`config.mk`:
```
export PLATFORM = sky130hd
export DESIGN_NAME = ball_motion_seq
export DESIGN_NICKNAME = d
export VERILOG_FILES = /design/src/rtl/ball_pkg.sv /design/src/rtl/tilt_stepper.sv /design/src/rtl/ball_motion_seq.sv
export SDC_FILE = /design/constraint.sdc
export NUM_CORES = 1
export LEC_CHECK = 0
export ABC_AREA = 1
export BUFFER_PORTS_ARGS = -buffer_cell sky130_fd_sc_hd__buf_2
export CAP_MARGIN = 5
export CORE_MARGIN = 4
export CORE_UTILIZATION = 40
export DETAILED_ROUTE_END_ITERATION = 8
export PLACE_DENSITY = 0.57
export SLEW_MARGIN = 20
export SYNTH_ARGS = -nofsm -noshare
export SYNTH_HDL_FRONTEND = slang
export SYNTH_SLANG_ARGS = --single-unit
export TNS_END_PERCENT = 1
```
`constraint.sdc`:
```
create_clock -name clk -period 4.2 [get_ports clk]
set_input_delay 0.84 -clock clk [delete_from_list [all_inputs] [get_ports clk]]
set_output_delay 0.84 -clock clk [all_outputs]
set_load 0.05 [all_outputs]
```
`src/rtl/ball_pkg.sv`:
```
// rtl/ball_pkg.sv - shared states, tile codes and constants for the ball motion sequencer
package ball_pkg;

   typedef enum logic [2:0] {
      IDLE,
      SAMPLE,
      CHKX,
      CHKY,
      COMMIT
   } state_t;

   typedef enum logic [1:0] {
      TILE_FLOOR = 2'b00,
      TILE_WALL  = 2'b01,
      TILE_GOAL  = 2'b10,
      TILE_WALL2 = 2'b11
   } tile_t;

   localparam int ACCEL_LEVEL = 256;
   localparam int MAP_AW      = 14;

   function automatic logic tile_blocks(input logic [1:0] t);
      return (t == TILE_WALL) || (t == TILE_WALL2);
   endfunction

endpackage

```
`src/rtl/tilt_stepper.sv`:
```
// rtl/tilt_stepper.sv - per-axis sub-pixel speed accumulator driven by one accelerometer axis
module tilt_stepper
   import ball_pkg::*;
#(
   parameter int DEADZONE = 16
) (
   input  logic       clk,
   input  logic       rst_n,
   input  logic [8:0] accel,
   input  logic       load,
   input  logic       clear,
   output logic       carry,
   output logic       neg
);
   localparam logic [9:0] LEVEL = 10'(ACCEL_LEVEL);
   localparam logic [9:0] DZ    = 10'(DEADZONE);

   logic [9:0] tilt;
   logic [9:0] abs_tilt;
   logic [9:0] mag_raw;
   logic [7:0] mag;
   logic [8:0] sum;
   logic [7:0] frac_q, frac_d;

   // carry/neg describe the step a load in this cycle produces
   always_comb begin
      tilt     = {1'b0, accel} - LEVEL;
      abs_tilt = tilt[9] ? (~tilt + 10'd1) : tilt;
      mag_raw  = (abs_tilt > DZ) ? (abs_tilt - DZ) : 10'd0;
      mag      = (mag_raw > 10'd255) ? 8'hFF : mag_raw[7:0];
      sum      = {1'b0, frac_q} + {1'b0, mag};
      carry    = sum[8];
      neg      = tilt[9];
      frac_d   = frac_q;
      if (load) begin
         frac_d = sum[7:0];
      end
      if (clear) begin
         frac_d = 8'd0;
      end
   end

   always_ff @(posedge clk or negedge rst_n) begin
      if (!rst_n) begin
         frac_q <= 8'd0;
      end else begin
         frac_q <= frac_d;
      end
   end

endmodule

```
`src/rtl/ball_motion_seq.sv`:
```
// rtl/ball_motion_seq.sv - tick divider, step FSM and map handshake for the labyrinth ball
module ball_motion_seq
   import ball_pkg::*;
#(
   parameter int TICK_DIV = 1666666,
   parameter int DEADZONE = 16,
   parameter int MAX_X    = 127,
   parameter int MAX_Y    = 127,
   parameter int START_X  = 8,
   parameter int START_Y  = 8
) (
   input  logic              clk,
   input  logic              reset,
   input  logic              enable,
   input  logic [8:0]        accel_x,
   input  logic [8:0]        accel_y,
   output logic              map_req,
   output logic [MAP_AW-1:0] map_addr,
   input  logic              map_ack,
   input  logic [1:0]        map_data,
   output logic [7:0]        loc_x,
   output logic [7:0]        loc_y,
   output logic              upd,
   output logic              goal,
   output logic              overrun
);
   localparam int CNT_W = (TICK_DIV > 1) ? $clog2(TICK_DIV) : 1;

   function automatic logic [8:0] neighbour(input logic [7:0] pos, input logic neg);
      return {1'b0, pos} + (neg ? 9'h1FF : 9'h001);
   endfunction

   function automatic logic on_map(input logic [8:0] c, input int max);
      return !c[8] && (c <= 9'(max));
   endfunction

   state_t             state_q, state_d;
   logic [CNT_W-1:0]   cnt_q, cnt_d;
   logic [7:0]         loc_x_q, loc_x_d, loc_y_q, loc_y_d;
   logic [7:0]         nx_q, nx_d, ny_q, ny_d;
   logic [6:0]         cy_q, cy_d;
   logic               ychk_q, ychk_d;
   logic               map_req_q, map_req_d;
   logic [MAP_AW-1:0]  map_addr_q, map_addr_d;
   logic               upd_q, upd_d, goal_q, goal_d, overrun_q, overrun_d;
   logic               tick, load, clr_x, clr_y;
   logic               carry_x, neg_x, carry_y, neg_y;
   logic [8:0]         cand_x, cand_y;
   logic [7:0]         x_res;

   tilt_stepper #(.DEADZONE(DEADZONE)) u_step_x (
      .clk(clk), .rst_n(reset), .accel(accel_x), .load(load), .clear(clr_x),
      .carry(carry_x), .neg(neg_x)
   );

   tilt_stepper #(.DEADZONE(DEADZONE)) u_step_y (
      .clk(clk), .rst_n(reset), .accel(accel_y), .load(load), .clear(clr_y),
      .carry(carry_y), .neg(neg_y)
   );

   always_comb begin
      tick       = (cnt_q == CNT_W'(TICK_DIV - 1));
      cnt_d      = tick ? '0 : cnt_q + 1'b1;
      state_d    = state_q;
      loc_x_d    = loc_x_q;
      loc_y_d    = loc_y_q;
      nx_d       = nx_q;
      ny_d       = ny_q;
      cy_d       = cy_q;
      ychk_d     = ychk_q;
      map_req_d  = map_req_q;
      map_addr_d = map_addr_q;
      upd_d      = 1'b0;
      goal_d     = goal_q;
      overrun_d  = tick && (state_q != IDLE);
      load       = 1'b0;
      clr_x      = !enable;
      clr_y      = !enable;
      cand_x     = neighbour(loc_x_q, neg_x);
      cand_y     = neighbour(loc_y_q, neg_y);
      x_res      = nx_q;

      case (state_q)
         IDLE: begin
            if (tick && enable) state_d = SAMPLE;
         end
         // Both axes are resolved here so map_req can be registered for CHKX's first cycle
         SAMPLE: begin
            load   = 1'b1;
            nx_d   = loc_x_q;
            ny_d   = loc_y_q;
            cy_d   = cand_y[6:0];
            ychk_d = 1'b0;
            if (carry_x) begin
               if (on_map(cand_x, MAX_X)) begin
                  map_req_d  = 1'b1;
                  map_addr_d = {loc_y_q[6:0], cand_x[6:0]};
               end else begin
                  clr_x = 1'b1;
               end
            end
            if (carry_y) begin
               if (on_map(cand_y, MAX_Y)) ychk_d = 1'b1;
               else                       clr_y  = 1'b1;
            end
            state_d = CHKX;
         end
         CHKX: begin
            if (map_req_q && map_ack) begin
               if (tile_blocks(map_data)) begin
                  clr_x = 1'b1;
               end else begin
                  x_res = {1'b0, map_addr_q[6:0]};
                  if (map_data == TILE_GOAL) goal_d = 1'b1;
               end
            end
            if (!map_req_q || map_ack) begin
               nx_d      = x_res;
               map_req_d = ychk_q;
               if (ychk_q) map_addr_d = {cy_q, x_res[6:0]};
               state_d   = CHKY;
            end
         end
         CHKY: begin
            if (!map_req_q) begin
               state_d = COMMIT;
            end else if (map_ack) begin
               map_req_d = 1'b0;
               if (tile_blocks(map_data)) begin
                  clr_y = 1'b1;
               end else begin
                  ny_d = {1'b0, map_addr_q[13:7]};
                  if (map_data == TILE_GOAL) goal_d = 1'b1;
               end
               state_d = COMMIT;
            end
         end
         COMMIT: begin
            loc_x_d = nx_q;
            loc_y_d = ny_q;
            upd_d   = 1'b1;
            state_d = IDLE;
         end
         default: state_d = IDLE;
      endcase

      if (!enable) goal_d = 1'b0;
   end

   always_ff @(posedge clk or negedge reset) begin
      if (!reset) begin
         state_q    <= IDLE;
         cnt_q      <= '0;
         loc_x_q    <= 8'(START_X);
         loc_y_q    <= 8'(START_Y);
         nx_q       <= 8'(START_X);
         ny_q       <= 8'(START_Y);
         cy_q       <= 7'd0;
         ychk_q     <= 1'b0;
         map_req_q  <= 1'b0;
         map_addr_q <= '0;
         upd_q      <= 1'b0;
         goal_q     <= 1'b0;
         overrun_q  <= 1'b0;
      end else begin
         state_q    <= state_d;
         cnt_q      <= cnt_d;
         loc_x_q    <= loc_x_d;
         loc_y_q    <= loc_y_d;
         nx_q       <= nx_d;
         ny_q       <= ny_d;
         cy_q       <= cy_d;
         ychk_q     <= ychk_d;
         map_req_q  <= map_req_d;
         map_addr_q <= map_addr_d;
         upd_q      <= upd_d;
         goal_q     <= goal_d;
         overrun_q  <= overrun_d;
      end
   end

   assign map_req  = map_req_q;
   assign map_addr = map_addr_q;
   assign loc_x    = loc_x_q;
   assign loc_y    = loc_y_q;
   assign upd      = upd_q;
   assign goal     = goal_q;
   assign overrun  = overrun_q;

endmodule
```
# --- After elaboration in Yosys (flattened, before gate mapping) ---
# Index checks and enable logic that the tools add are counted.
word_totals:
  regBits: 98
  input_bits: 24
  out_inout_bits: 34
  elab_cells: 141
classes:
  add_sub_neg: 11
  order_cmp: 6
  n_eq_ne: 23
  mux: 58
  bitwise_logic: 2
  n_reduce_logical: 25
ops:
  columns: ["op", "n"]
  rows:
  - ["two-way mux 8 bit", 12]
  - ["two-way mux 14 bit", 4]
  - ["two-way mux 10 bit", 4]
  - ["case mux 8 bit (2 select lines)", 2]
  - ["case mux 14 bit (2 select lines)", 1]
  - ["two-way mux 1 bit", 23]
  - ["adder 21 x 1 -> 21 bit, second input constant", 1]
  - ["== test 21 bit, second input constant", 1]
  - ["two-way mux 21 bit", 1]
  - ["adder 10 x 1 -> 10 bit, second input constant", 2]
  - ["> comparator 10 x 5 -> 1 bit, second input constant", 2]
  - ["> comparator 10 x 8 -> 1 bit, second input constant", 2]
  - ["NOT 10 bit", 2]
  - ["subtractor 10 x 5 -> 10 bit, second input constant", 2]
  - ["subtractor 9 x 9 -> 10 bit, second input constant", 2]
  - ["adder 8 x 8 -> 9 bit", 2]
  - ["adder 8 x 9 -> 9 bit", 2]
  - ["<= comparator 9 x 7 -> 1 bit, second input constant", 2]
  - ["two-way mux 9 bit", 2]
  - ["!= test 2 bit, second input constant", 9]
  - ["AND reduction 4 bit", 4]
  - ["two-way mux 3 bit", 4]
  - ["!= test 3 bit, second input constant", 4]
  - ["case mux 3 bit (4 select lines)", 1]
  - ["other kinds (18)", 34]

# --- Depth between registers and ports, before layout ---
depth:
  depth_word: 12
  depth_mapped: 28
  mapped_depth_nobuf: 28

# --- Cells and area by module ---
# From an unflattened synthesis, not the netlist that was laid out.
hier_totals:
  cells_unflattened: 977
  area_unflattened_um2: 7154.4
modules_own_cells:
  columns: ["mod", "instances", "cells_per_inst", "area_per_inst_um2", "seq_area_each_um2"]
  rows:
  - ["ball_motion_seq", 1, 647, 4877.2, 2057.0]
  - ["tilt_stepper", 2, 165, 1138.6, 200.2]

# --- Worst setup path before layout ---
# No wires, ideal clock.
synth_path:
  path_kind: "input port to flip-flop"
  from: "input accel_x[8]"
  to: "register map_addr_q[10] (netlist: map_addr[10])"
  setup_ns: 0.119
  arrival_time_ns: 3.903
  t_required_ns: 4.081
  slack_ns: 0.178
  stages: 22
  path_buffers: 2
  path_cell_list: "clkbuf_2 -> inv_1 -> o21ai_0 -> xor2_1 -> inv_1 -> ha_1 -> o21bai_1 -> nand2_2 -> nand4_1 -> nand3_1 -> ha_1 -> fa_1 -> a21oi_1 -> o21ai_0 -> nand2_1 -> o211ai_1 -> nor2_1 -> a21oi_4 -> nand2_4 -> buf_6 -> nand2_1 -> nand2_1"
synth_between:
  elab_chain_len: 11
  word_cells_on_any_way: 18
  classes_between: "add/sub: 5; order compare: 3; eq/ne: 2; mux: 4; bitwise: 1; reduce/logical: 3"
synth_rtl:
  columns: ["element", "line", "text"]
  rows:
  - ["from (decl)", "ball_motion_seq.sv:15", "input logic [8:0] accel_x,"]
  - ["subtractor 9 x 9 -> 10 bit *", "tilt_stepper.sv:27", "tilt = {1'b0, accel} - LEVEL;"]
  - ["NOT 10 bit", "tilt_stepper.sv:28", "abs_tilt = tilt[9] ? (~tilt + 10'd1) : tilt;"]
  - ["adder 10 x 1 -> 10 bit", "tilt_stepper.sv:28", null]
  - ["two-way mux 10 bit", "tilt_stepper.sv:28", null]
  - ["subtractor 10 x 5 -> 10 bit / > comparator 10 x 5 -> 1 bit (equally long branches)", "tilt_stepper.sv:29", "mag_raw = (abs_tilt > DZ) ? (abs_tilt - DZ) : 10'd0;"]
  - ["two-way mux 10 bit", "tilt_stepper.sv:29", null]
  - ["> comparator 10 x 8 -> 1 bit", "tilt_stepper.sv:30", "mag = (mag_raw > 10'd255) ? 8'hFF : mag_raw[7:0];"]
  - ["two-way mux 8 bit", "tilt_stepper.sv:30", null]
  - ["adder 8 x 8 -> 9 bit", "tilt_stepper.sv:31", "sum = {1'b0, frac_q} + {1'b0, mag};"]
  - ["!= test 2 x 1 -> 1 bit (no line)", null, null]
  - ["AND reduction 5 bit (no line) *", null, null]
  - ["to (signal assigned)", "ball_motion_seq.sv:175", "map_addr_q <= map_addr_d;"]
  - ["to (decl)", "ball_motion_seq.sv:44", "logic [MAP_AW-1:0] map_addr_q, map_addr_d;"]
# Mark *: on every way between the ends. The rest lies on a longest branch, timed or not.
# A chain may end at the register's enable or synchronous reset.

# --- Worst setup path after layout ---
layout_path:
  from: "input accel_x[0]"
  to: "register u_step_x.frac_q[6]"
layout_between:
  elab_chain_len: 12
  word_cells_on_any_way: 21
  classes_between: "add/sub: 5; order compare: 3; mux: 9; bitwise: 1; reduce/logical: 3"
layout_rtl:
  columns: ["element", "line", "text"]
  rows:
  - ["subtractor 9 x 9 -> 10 bit *", "tilt_stepper.sv:27", null]
  - ["NOT 10 bit", "tilt_stepper.sv:28", null]
  - ["adder 10 x 1 -> 10 bit", "tilt_stepper.sv:28", null]
  - ["two-way mux 10 bit", "tilt_stepper.sv:28", null]
  - ["subtractor 10 x 5 -> 10 bit / > comparator 10 x 5 -> 1 bit (equally long branches)", "tilt_stepper.sv:29", null]
  - ["two-way mux 10 bit", "tilt_stepper.sv:29", null]
  - ["> comparator 10 x 8 -> 1 bit", "tilt_stepper.sv:30", null]
  - ["two-way mux 8 bit", "tilt_stepper.sv:30", null]
  - ["adder 8 x 8 -> 9 bit", "tilt_stepper.sv:31", null]
  - ["two-way mux 1 bit", "ball_motion_seq.sv:94", "if (carry_x) begin"]
  - ["case mux 1 bit (2 select lines)", "ball_motion_seq.sv:83", "case (state_q)"]
  - ["two-way mux 8 bit / nonzero test 2 bit (equally long branches)", null, null]
  - ["to (signal assigned)", "tilt_stepper.sv:47", "frac_q <= frac_d;"]
  - ["to (decl)", "tilt_stepper.sv:23", "logic [7:0] frac_q, frac_d;"]
# Mark *: on every way between the ends. The rest lies on a longest branch, timed or not. The select of a mux whose other input is x is not followed.

==> results.toml <==
[status]
status = "finished clean"

[synth]
syn_avg_cell_area_um2 = 7.32
ys.flop_type = "dfrtp_1"
synth_edf_count = 0
yosysUniqueCellTypes = 49
synthesis.nets = 988
synthTopCellsByArea = "dfrtp_1 (35%), nand2_1 (14%), ha_1 (7.4%)"
async_flop_share_pct = 100
yosysWarnings = 0
ys_ff_latch = 98
synth_cells = 920
yosys.area.top_type = "dfrtp_1"
synth_area_um2 = 6730
netlist.area_leader.share_pct = 35.0
synth_seq_area_share_pct = 36.5

[timing]
setup_tns_ns = 0
fmaxAchievable_ghz = 0.260
relSlewSlack_pct = 51.9
setup-violations-final = 0
finalHoldViolations = 0
fin_crit_ns = 3.85
worst_pin_slew_ns = 0.719
fin_skew_ns = 0.00805
slew_violations = 0
finalCritPeriodShare_pct = 91.7

[floorplanning]
rows = 47
pin_count = 58
dieArea_um2 = 19000
die_w_um = 138
fp.dieH_um = 138
start_util_pct = 40.7
core-area_um2 = 16500

[layout]
drive_gt1_share_pct = 16.3
final_common_cell = "nand2_1"
layout_common_cells = "nand2_1 (253), inv_1 (119), dfrtp_1 (94)"
area_growth_pct = 17.4
nets = 1083

[global_routing]
antenna_found_initial = 1
grt_first_pass_wirelength_um = 28600
gr-total-overflow = 0
grt_max_degree = 56
grt_pass1_vias = 5901
track_usage_pct = 18.8

[cts]
clock_latency_ns = 0.35
cts_sinks = 98
cts-htree-levels = 3
clk_path_buf_depth = 2
cts_buffers = 9
clk_pin_slew_ns = 0.07
cts-root-buf = "clkbuf_16"
cts_tree = "done"

[placed_design]
dpl.hpwl_um = 12600
gp_congestion = 0.840
port_buffers = 57

[power]
power_mw = 5.38
leakage_nw = 4.16
ir_drop_mv = 0.466
power_density_nw_per_um2 = 681

[setup_path]
crit_slowest_cell = "fa_1"
path_cells = "buf_2 -> inv_1 -> ha_1 -> nand2_1 -> o21ai_0 -> xor2_1 -> ha_1 -> nand4_1 -> o21bai_1 -> nand2_2 -> nand4_1 -> nand3_1 -> ha_1 -> fa_1 -> a21oi_1 -> o21ai_1 -> buf_4 -> a21oi_1 -> o21bai_1 -> xor2_1 -> o21ai_0 -> a21oi_1"
cp_max_fo = 5
critPathArrivalTime_ns = 4.08
crit_type = "in2reg"
cp.required_ns = 4.43
start_kind = "primary input"
worstSetupEndpointType = "flop"
critPathMaxStageDelay_ns = 0.39

[drt]
drc = 0
vias = 6099
wire_per_inst_um = 13.5
dr.pass1.iters = 4
antenna_left = 0
drt_iter0_drc = 401
vias_per_cell = 4.91
wirelength_um = 16800

[job]
maxCapViolations = 0

[worst_hold_path]
min_path_type = "reg2reg"
-- cell usage after synthesis, types with 6 or more instances --
cell type / n
dfrtp_1: 94
nand3b_1: 6
nand3_1: 54
a22oi_1: 7
o21ai_0: 65
nor2_2: 6
nor3_1: 13
a31oi_1: 7
clkbuf_1: 9
nand4_1: 18
xor2_1: 21
inv_1: 119
nand2_1: 254
inv_2: 9
ha_1: 40
a21oi_1: 58
nor4_1: 6
nor2_1: 61
-- cells by family (layout without fill, tap and decap cells) --
family	Yosys count	after routing	share of synthesized area (%)
compound gates	165	165	13.7
xor+xnor	25	25	3.25
fa+ha+maj	44	44	8.63
buf+inv	146	246	8.48
flops	98	98	36.5
mux	2	2	0.297
other cells	0	1	0
simple gates	440	440	29.1
-- final cells by class --
cell class              instances  area [um^2]
diodes                          1         2.50
clock buffers                  11          243
clock inverters                 5         86.3
fillers                      1691         8620
inverters                     129          485
multi-input cells             676         3730
flip-flops and latches         98         2460
well taps                     220          275
repair buffers                101          618
-- power breakdown --
| group | total, mW | switching, mW | internal (mW) |
|---|---|---|---|
| registers | 1.52 | 0.246 | 1.28 |
| clock network | 0.924 | 0.381 | 0.543 |
| logic | 2.94 | 1.99 | 0.944 |
| total | 5.38 | 2.62 | 2.76 |
-- per-layer routing --
layer	GRT usage [%]	vias to the layer above	share of wire, %	wire length, um
met5	0	-	0.042	7
met4	5.43	2	1.3	216
met3	2.89	18	3.6	597
met2	29.6	89	45	7520
met1	26.8	2782	50	8450
li1	-	3208	-	-
-- worst paths after layout --
kind | startpoint | endpoint | slack (ns) | depth (start not counted)
worst max register to register | loc_x[0]$_DFFE_PN0P_ | map_addr[12]$_DFFE_PN0P_ | 1.76 | 13
worst min-delay path | ny_q[5]$_DFFE_PN0P_ | loc_y[5]$_DFFE_PN0P_ | 0.47 | 2
min in group asynchronous | reset | u_step_y.frac_q[1]$_DFFE_PN0P_ | 0.54 | 1
max in group asynchronous | reset | loc_x[3]$_DFFE_PN1P_ | 2.85 | 2
worst min register to register | ny_q[5]$_DFFE_PN0P_ | loc_y[5]$_DFFE_PN0P_ | 0.47 | 2
worst max-delay path | accel_x[0] | u_step_x.frac_q[6]$_DFFE_PN0P_ | 0.35 | 22
-- stage by stage --
step	std cells	utilization, %	setup WS, ns	hold slack, ns	cell area [um^2]
after floorplan	920	-	0.178	0.448	6730
after global placement	1221	45.5	-0.146	0.456	7520
after detailed placement	1221	45.5	-0.159	0.464	7520
after CTS	1237	47.5	0.210	0.479	7850
after global routing	1240	47.8	-0.0136	0.495	7900
final	1241	47.8	0.348	0.475	7900
-- worst max-delay path: cells and delay by family --
family / cells / cell delay [ns]
compound gates: 8 / 1.09
xor+xnor: 2 / 0.35
fa+ha+maj: 4 / 0.95
simple gates: 5 / 0.53
buf+inv: 3 / 0.33
-- state kept, by name (all words and copies together), names as in the netlist --
signal,flops
cnt_q,21
goal,1
cy_q,7
loc_x,8
loc_y,8
ny_q,8
ychk_q,1
upd,1
state_q,3
nx_q,8
u_step_y.frac_q,8
overrun,1
map_addr,14
map_req,1
u_step_x.frac_q,8
-- repair_timing --
item                       CTS  global route
buffers inserted             0             3
resized for setup            0             9
setup endpoints to repair    0            32
hold buffers                 0             0
Power figures use the tool's default switching activity.
